$ cat src/rtl/flag_unit_pkg.sv
// Shared constants for the flag unit: opcodes, flag indices, default width.
package flag_unit_pkg;

    localparam int WIDTH_DEF = 16;

    localparam logic [3:0] OP_ADD = 4'd0;
    localparam logic [3:0] OP_SUB = 4'd1;
    localparam logic [3:0] OP_XOR = 4'd2;
    localparam logic [3:0] OP_SLL = 4'd4;
    localparam logic [3:0] OP_SRA = 4'd5;
    localparam logic [3:0] OP_ROR = 4'd6;

    // Bit positions inside the packed flag vector
    localparam int FLG_Z     = 0;
    localparam int FLG_V     = 1;
    localparam int FLG_N     = 2;
    localparam int NUM_FLAGS = 3;

    // True for any opcode that writes at least one flag
    function automatic logic is_setter(input logic [3:0] op);
        return (op == OP_ADD) || (op == OP_SUB) || (op == OP_XOR) ||
               (op == OP_SLL) || (op == OP_SRA) || (op == OP_ROR);
    endfunction

endpackage

$ cat src/rtl/flag_unit_flag_calc.sv
// Combinational flag values and per-flag update mask for the EX instruction.
module flag_calc
    import flag_unit_pkg::*;
#(
    parameter int WIDTH = WIDTH_DEF
) (
    input  logic [3:0]           i_opcode,
    input  logic [WIDTH-1:0]     i_alu_a,
    input  logic [WIDTH-1:0]     i_alu_b,
    input  logic [WIDTH-1:0]     i_alu_result,
    output logic [NUM_FLAGS-1:0] o_new_flags,
    output logic [NUM_FLAGS-1:0] o_upd_mask
);

    logic [WIDTH-1:0] w_b_eff;
    logic [WIDTH-1:0] w_raw_sum;
    logic             w_ovf;

    // Overflow comes from the raw wrapped sum; the ALU result may be saturated
    always_comb begin
        w_b_eff   = (i_opcode == OP_SUB) ? (~i_alu_b + {{(WIDTH-1){1'b0}}, 1'b1}) : i_alu_b;
        w_raw_sum = i_alu_a + w_b_eff;
        w_ovf     = (i_alu_a[WIDTH-1] == w_b_eff[WIDTH-1]) &&
                    (w_raw_sum[WIDTH-1] != i_alu_a[WIDTH-1]);
    end

    // Z and N come from the final result; mask selects which flags this class writes
    always_comb begin
        o_new_flags         = '0;
        o_new_flags[FLG_Z]  = (i_alu_result == '0);
        o_new_flags[FLG_V]  = w_ovf;
        o_new_flags[FLG_N]  = i_alu_result[WIDTH-1];
        o_upd_mask          = '0;
        case (i_opcode)
            OP_ADD, OP_SUB: o_upd_mask = '1;
            OP_XOR, OP_SLL, OP_SRA, OP_ROR: o_upd_mask[FLG_Z] = 1'b1;
            default: o_upd_mask = '0;
        endcase
    end

endmodule

$ cat src/rtl/flag_unit.sv
// Condition-flag register with branch flag-hazard stall generation.
module flag_unit
    import flag_unit_pkg::*;
#(
    parameter int WIDTH = WIDTH_DEF
) (
    input  logic             clk,
    input  logic             rst_n,
    input  logic             ex_valid,
    input  logic [3:0]       ex_opcode,
    input  logic [WIDTH-1:0] alu_a,
    input  logic [WIDTH-1:0] alu_b,
    input  logic [WIDTH-1:0] alu_result,
    input  logic             hold,
    input  logic             id_is_branch,
    output logic             flag_z,
    output logic             flag_v,
    output logic             flag_n,
    output logic             flag_stall
);

    logic [NUM_FLAGS-1:0] r_flags;
    logic                 r_stall_d;
    logic [NUM_FLAGS-1:0] w_new_flags;
    logic [NUM_FLAGS-1:0] w_upd_mask;
    logic                 w_commit;

    flag_calc #(.WIDTH(WIDTH)) u_calc (
        .i_opcode     (ex_opcode),
        .i_alu_a      (alu_a),
        .i_alu_b      (alu_b),
        .i_alu_result (alu_result),
        .o_new_flags  (w_new_flags),
        .o_upd_mask   (w_upd_mask)
    );

    assign w_commit = ex_valid & ~hold;

    // Stall the branch in ID while a setter is about to commit; stall_d stops a
    // second stall when the same setter lingers in EX. Forced low during reset.
    always_comb begin
        flag_stall = rst_n & id_is_branch & ex_valid & is_setter(ex_opcode) &
                     ~hold & ~r_stall_d;
    end

    // Flag register: only flags in the opcode's class load, the rest hold
    always_ff @(posedge clk or negedge rst_n) begin
        if (!rst_n) begin
            r_flags <= '0;
        end else if (w_commit) begin
            r_flags <= (r_flags & ~w_upd_mask) | (w_new_flags & w_upd_mask);
        end
    end

    // One-cycle delayed copy of the stall request
    always_ff @(posedge clk or negedge rst_n) begin
        if (!rst_n) begin
            r_stall_d <= 1'b0;
        end else begin
            r_stall_d <= flag_stall;
        end
    end

    assign flag_z = r_flags[FLG_Z];
    assign flag_v = r_flags[FLG_V];
    assign flag_n = r_flags[FLG_N];

endmodule
$ cat config.mk
export PLATFORM = sky130hd
export DESIGN_NAME = flag_unit
export DESIGN_NICKNAME = d
export VERILOG_FILES = /design/src/rtl/flag_unit_pkg.sv /design/src/rtl/flag_unit_flag_calc.sv /design/src/rtl/flag_unit.sv
export SDC_FILE = /design/constraint.sdc
export NUM_CORES = 1
export LEC_CHECK = 0
export ABC_AREA = 1
export ABC_CLOCK_PERIOD_IN_PS = 900
export CORE_UTILIZATION = 36
export DETAILED_ROUTE_END_ITERATION = 8
export GPL_ROUTABILITY_DRIVEN = 0
export GPL_TIMING_DRIVEN = 0
export PLACE_DENSITY = 0.8
export SKIP_CTS_REPAIR_TIMING = 1
export SLEW_MARGIN = 20
export SYNTH_ARGS = -nofsm -noshare
export SYNTH_HDL_FRONTEND = slang
export SYNTH_SLANG_ARGS = --single-unit
$ cat constraint.sdc
create_clock -name clk -period 0.9 [get_ports clk]
set_input_delay 0.18 -clock clk [delete_from_list [all_inputs] [get_ports clk]]
set_output_delay 0.18 -clock clk [all_outputs]
set_load 0.05 [all_outputs]
==> summary.md <==
| Metric | Value |
|---|---|
| Cell Area, Synth | 936 um^2 |
| TritonCTS Buffers | 3 |
| CTS tree | yes |
| CP startpoint kind | primary input |
| Vias in the first global route | around 1100 |
| Clock Skew | 0 ps |
| CP max FO | 3 |
| Drt initial violations | 13 |
| Met1 Use GR | between 10% and 20% |
| CTS Sinks | 4 |
| Die Height | ~53 um |
| Yosys warning count | 0 |
| Layout Utilization | 78.3% |
| Ys flop type | dfrtp_1 |
| WP data arrival | between 2000 and 2500 ps |
| Required @ worst endpoint | 1090 ps |
| Met2 GRT Util | 37.6% |
| Final Hold Viols | 0 |
| Leakage power | 1.15 nW |
| Clock Path Buffers | 2 |
| F_max | 497 MHz |
| Syn_area_per_cell | between 6 and 7 um^2 |
| First-pass GRT wire length | approximately 4.1 mm |
| CTS root buffer | clkbuf_4 |
| Top post-synthesis cells by count | 39 x nand2_1, 16 x inv_1, 15 x ha_1 |
| Pwr/cell area | 684 mW/mm^2 |
| # fillers | 156 |
| Run status | finished, violations left |
| Synth top area share | 20.1% |
| Post-synthesis sequential area ratio | 10.7% |
| Final Max Slew Viols | 0 |
| I/O pins | 61 |
| Failing checks | setup timing |
| Antenna Cells | 0 |
| Row cnt | 18 |
| Seq cells post-synth | 4 |
| GRT Max-Usage Layer | met2 |
| Critical Path End Type | register |
| Asr flop ratio synth | 100% |
| Number of synthesized flops with an enable pin | 0 |
| Final Worst Setup Slack | -1110 ps |
| Main area contributors after synthesis | ha_1 20%, nand2_1 16%, dfrtp_1 11% |
| Chip Width | 53.0 um |
| Initial antenna violation count | 0 |
| Detailed-route wire length per cell | 13.4 um |
| Initial Utilization | between 30% and 40% |
| Kind of critical path | primary input to register |
| Gr ovfl total | 0 |
| Hpwl dp | roughly 2.3 mm |
| # setup viols final | 6 |
| Met3 Track Usage GR | under 10% |
| Via density | 5.09 |
| Core area | ~0.0025 mm^2 |
| Final Cycle Share | 223% |
| Worst-path cell chain | buf_8 > inv_4 > ha_4 > nand2_4 > nor2_4 > nand2_2 > o21ai_2 > buf_6 > xnor2_2 > ha_1 > nand2_2 > inv_2 > nand3_2 > nor3_4 > buf_4 > a21oi_1 > nand2_1 > nand3_1 > nand2_1 |
| Largest net degree at the start of global routing | 11 |
| First-pass detailed-route iteration total | 4 |
| Period minus WS final | 2010 ps |
| Worst Hold Class | primary input to register |
| Post-synth net total | 217 |
| Final nets | 294 |
| Most frequent cell after synthesis | nand2_1 |
| Die ar. | roughly 0.0028 mm^2 |
| Antenna-violating nets left | 0 |
| Max VDD drop | 0.000837 V |
| Maxcap violations | 0 |
| Via count | between 1000 and 1500 |
| Clock latency at the later pin of the worst-skew pair | ~250 ps |
| Post-synthesis cell count | 145 |
| Drt total wl | 3.36 mm |
| Total track usage | 19.5% |
| Setup TNS | -1730 ps |
| Clock-pin slew on the worst setup and hold paths | 40 ps |
| Crit path largest cell delay | approximately 320 ps |
| Distinct cell type count after synthesis | 23 |
| RSZ-0062 raised after global routing | true |
| CP max stage cell | ha_1 |
| Drt drc | 0 |
| Area Growth Syn to Fin | 107% |
| PortBufs | 60 |
| Slew @ Worst Pin | 416 ps |
| Relative slew slack | 71.9% |
| Synth area leader | ha_1 |
| H-tree depth | 1 |
| Share of layout cells above drive strength 1 | 30.9% |
[stage by stage]
stage	setup WS, ps	cell area [um^2]	cells	power [mW]	hold slack [ps]
final	-1110	1940	250	1.33	212
after CTS	-1550	1650	238	1.23	149
after global routing	-1280	1940	250	1.42	230
after detailed placement	-1790	1630	235	0.977	413
after global placement	-1780	1630	235	0.943	401
after floorplan	-1040	992	145	0.587	-116
[where the power goes]
group          internal (mW)  leakage (nW)  switching [mW]  total [mW]
logic                  0.428          1.09           0.437       0.866
clock network          0.150        0.0138          0.0927       0.243
registers              0.201        0.0537          0.0185       0.219
[layer usage]
layer | share of wire (%) | routed length (um)
met1 | 36 | 1220
met5 | 0 | 0
met2 | 54 | 1810
met4 | 4.0 | 133
met3 | 5.8 | 195
[cells by family (layout without fill, tap and decap cells)]
group / Yosys count / after routing / synth area share, %
compound gates: 20 / 20 / 13.2
xor+xnor: 13 / 13 / 12.2
fa+ha+maj: 15 / 15 / 20.1
buf+inv: 18 / 92 / 7.22
flops: 4 / 4 / 10.7
simple gates: 75 / 76 / 36.6
[critical path, delay by kind of cell]
kind | cells | cell delay, ps
and+or+nand+nor | 9 | 820
buffers and inverters | 5 | 480
AOI/OAI and AO/OA | 2 | 190
adders and majority gates | 2 | 460
xor gates and xnor gates | 1 | 60
[layout by cell type, fill, tap and decap left out, drive strengths merged]
master / instances
dlygate4sd3: 1
clkbuf: 7
ha: 15
o41ai: 1
xor2: 9
clkinv: 1
nor4: 5
inv: 17
nor2: 17
a21o: 2
dlymetal6s2s: 29
dfrtp: 4
nand4: 2
nor3: 4
nand3b: 1
clkdlybuf4s50: 21
nand3: 5
a21oi: 7
buf: 16
o21ai: 10
nand2: 42
xnor2: 4
[final timing paths]
check,from,to,slack (ps),depth (start not counted)
max,alu_b[0],register,-1110,19
min,alu_result[15],register,210,3
max reg2reg,r_stall_d$_DFF_PN0_,r_stall_d$_DFF_PN0_,90,2
min reg2reg,register,register,510,2
max in group asynchronous,rst_n,async pin,350,2
min in group asynchronous,rst_n,r_stall_d$_DFF_PN0_,360,2
[area by class of cell]
cell class / count / area (um^2) / share of cell area, %
multi-input cells: 124 / 950 / 48.9
repair buffers: 71 / 753 / 38.8
flip-flops and latches: 4 / 100 / 5.16
clock buffers: 3 / 22.5 / 1.16
inverters: 18 / 77.6 / 4.00
well taps: 30 / 37.5 / 1.93
Power figures use the tool's default switching activity.
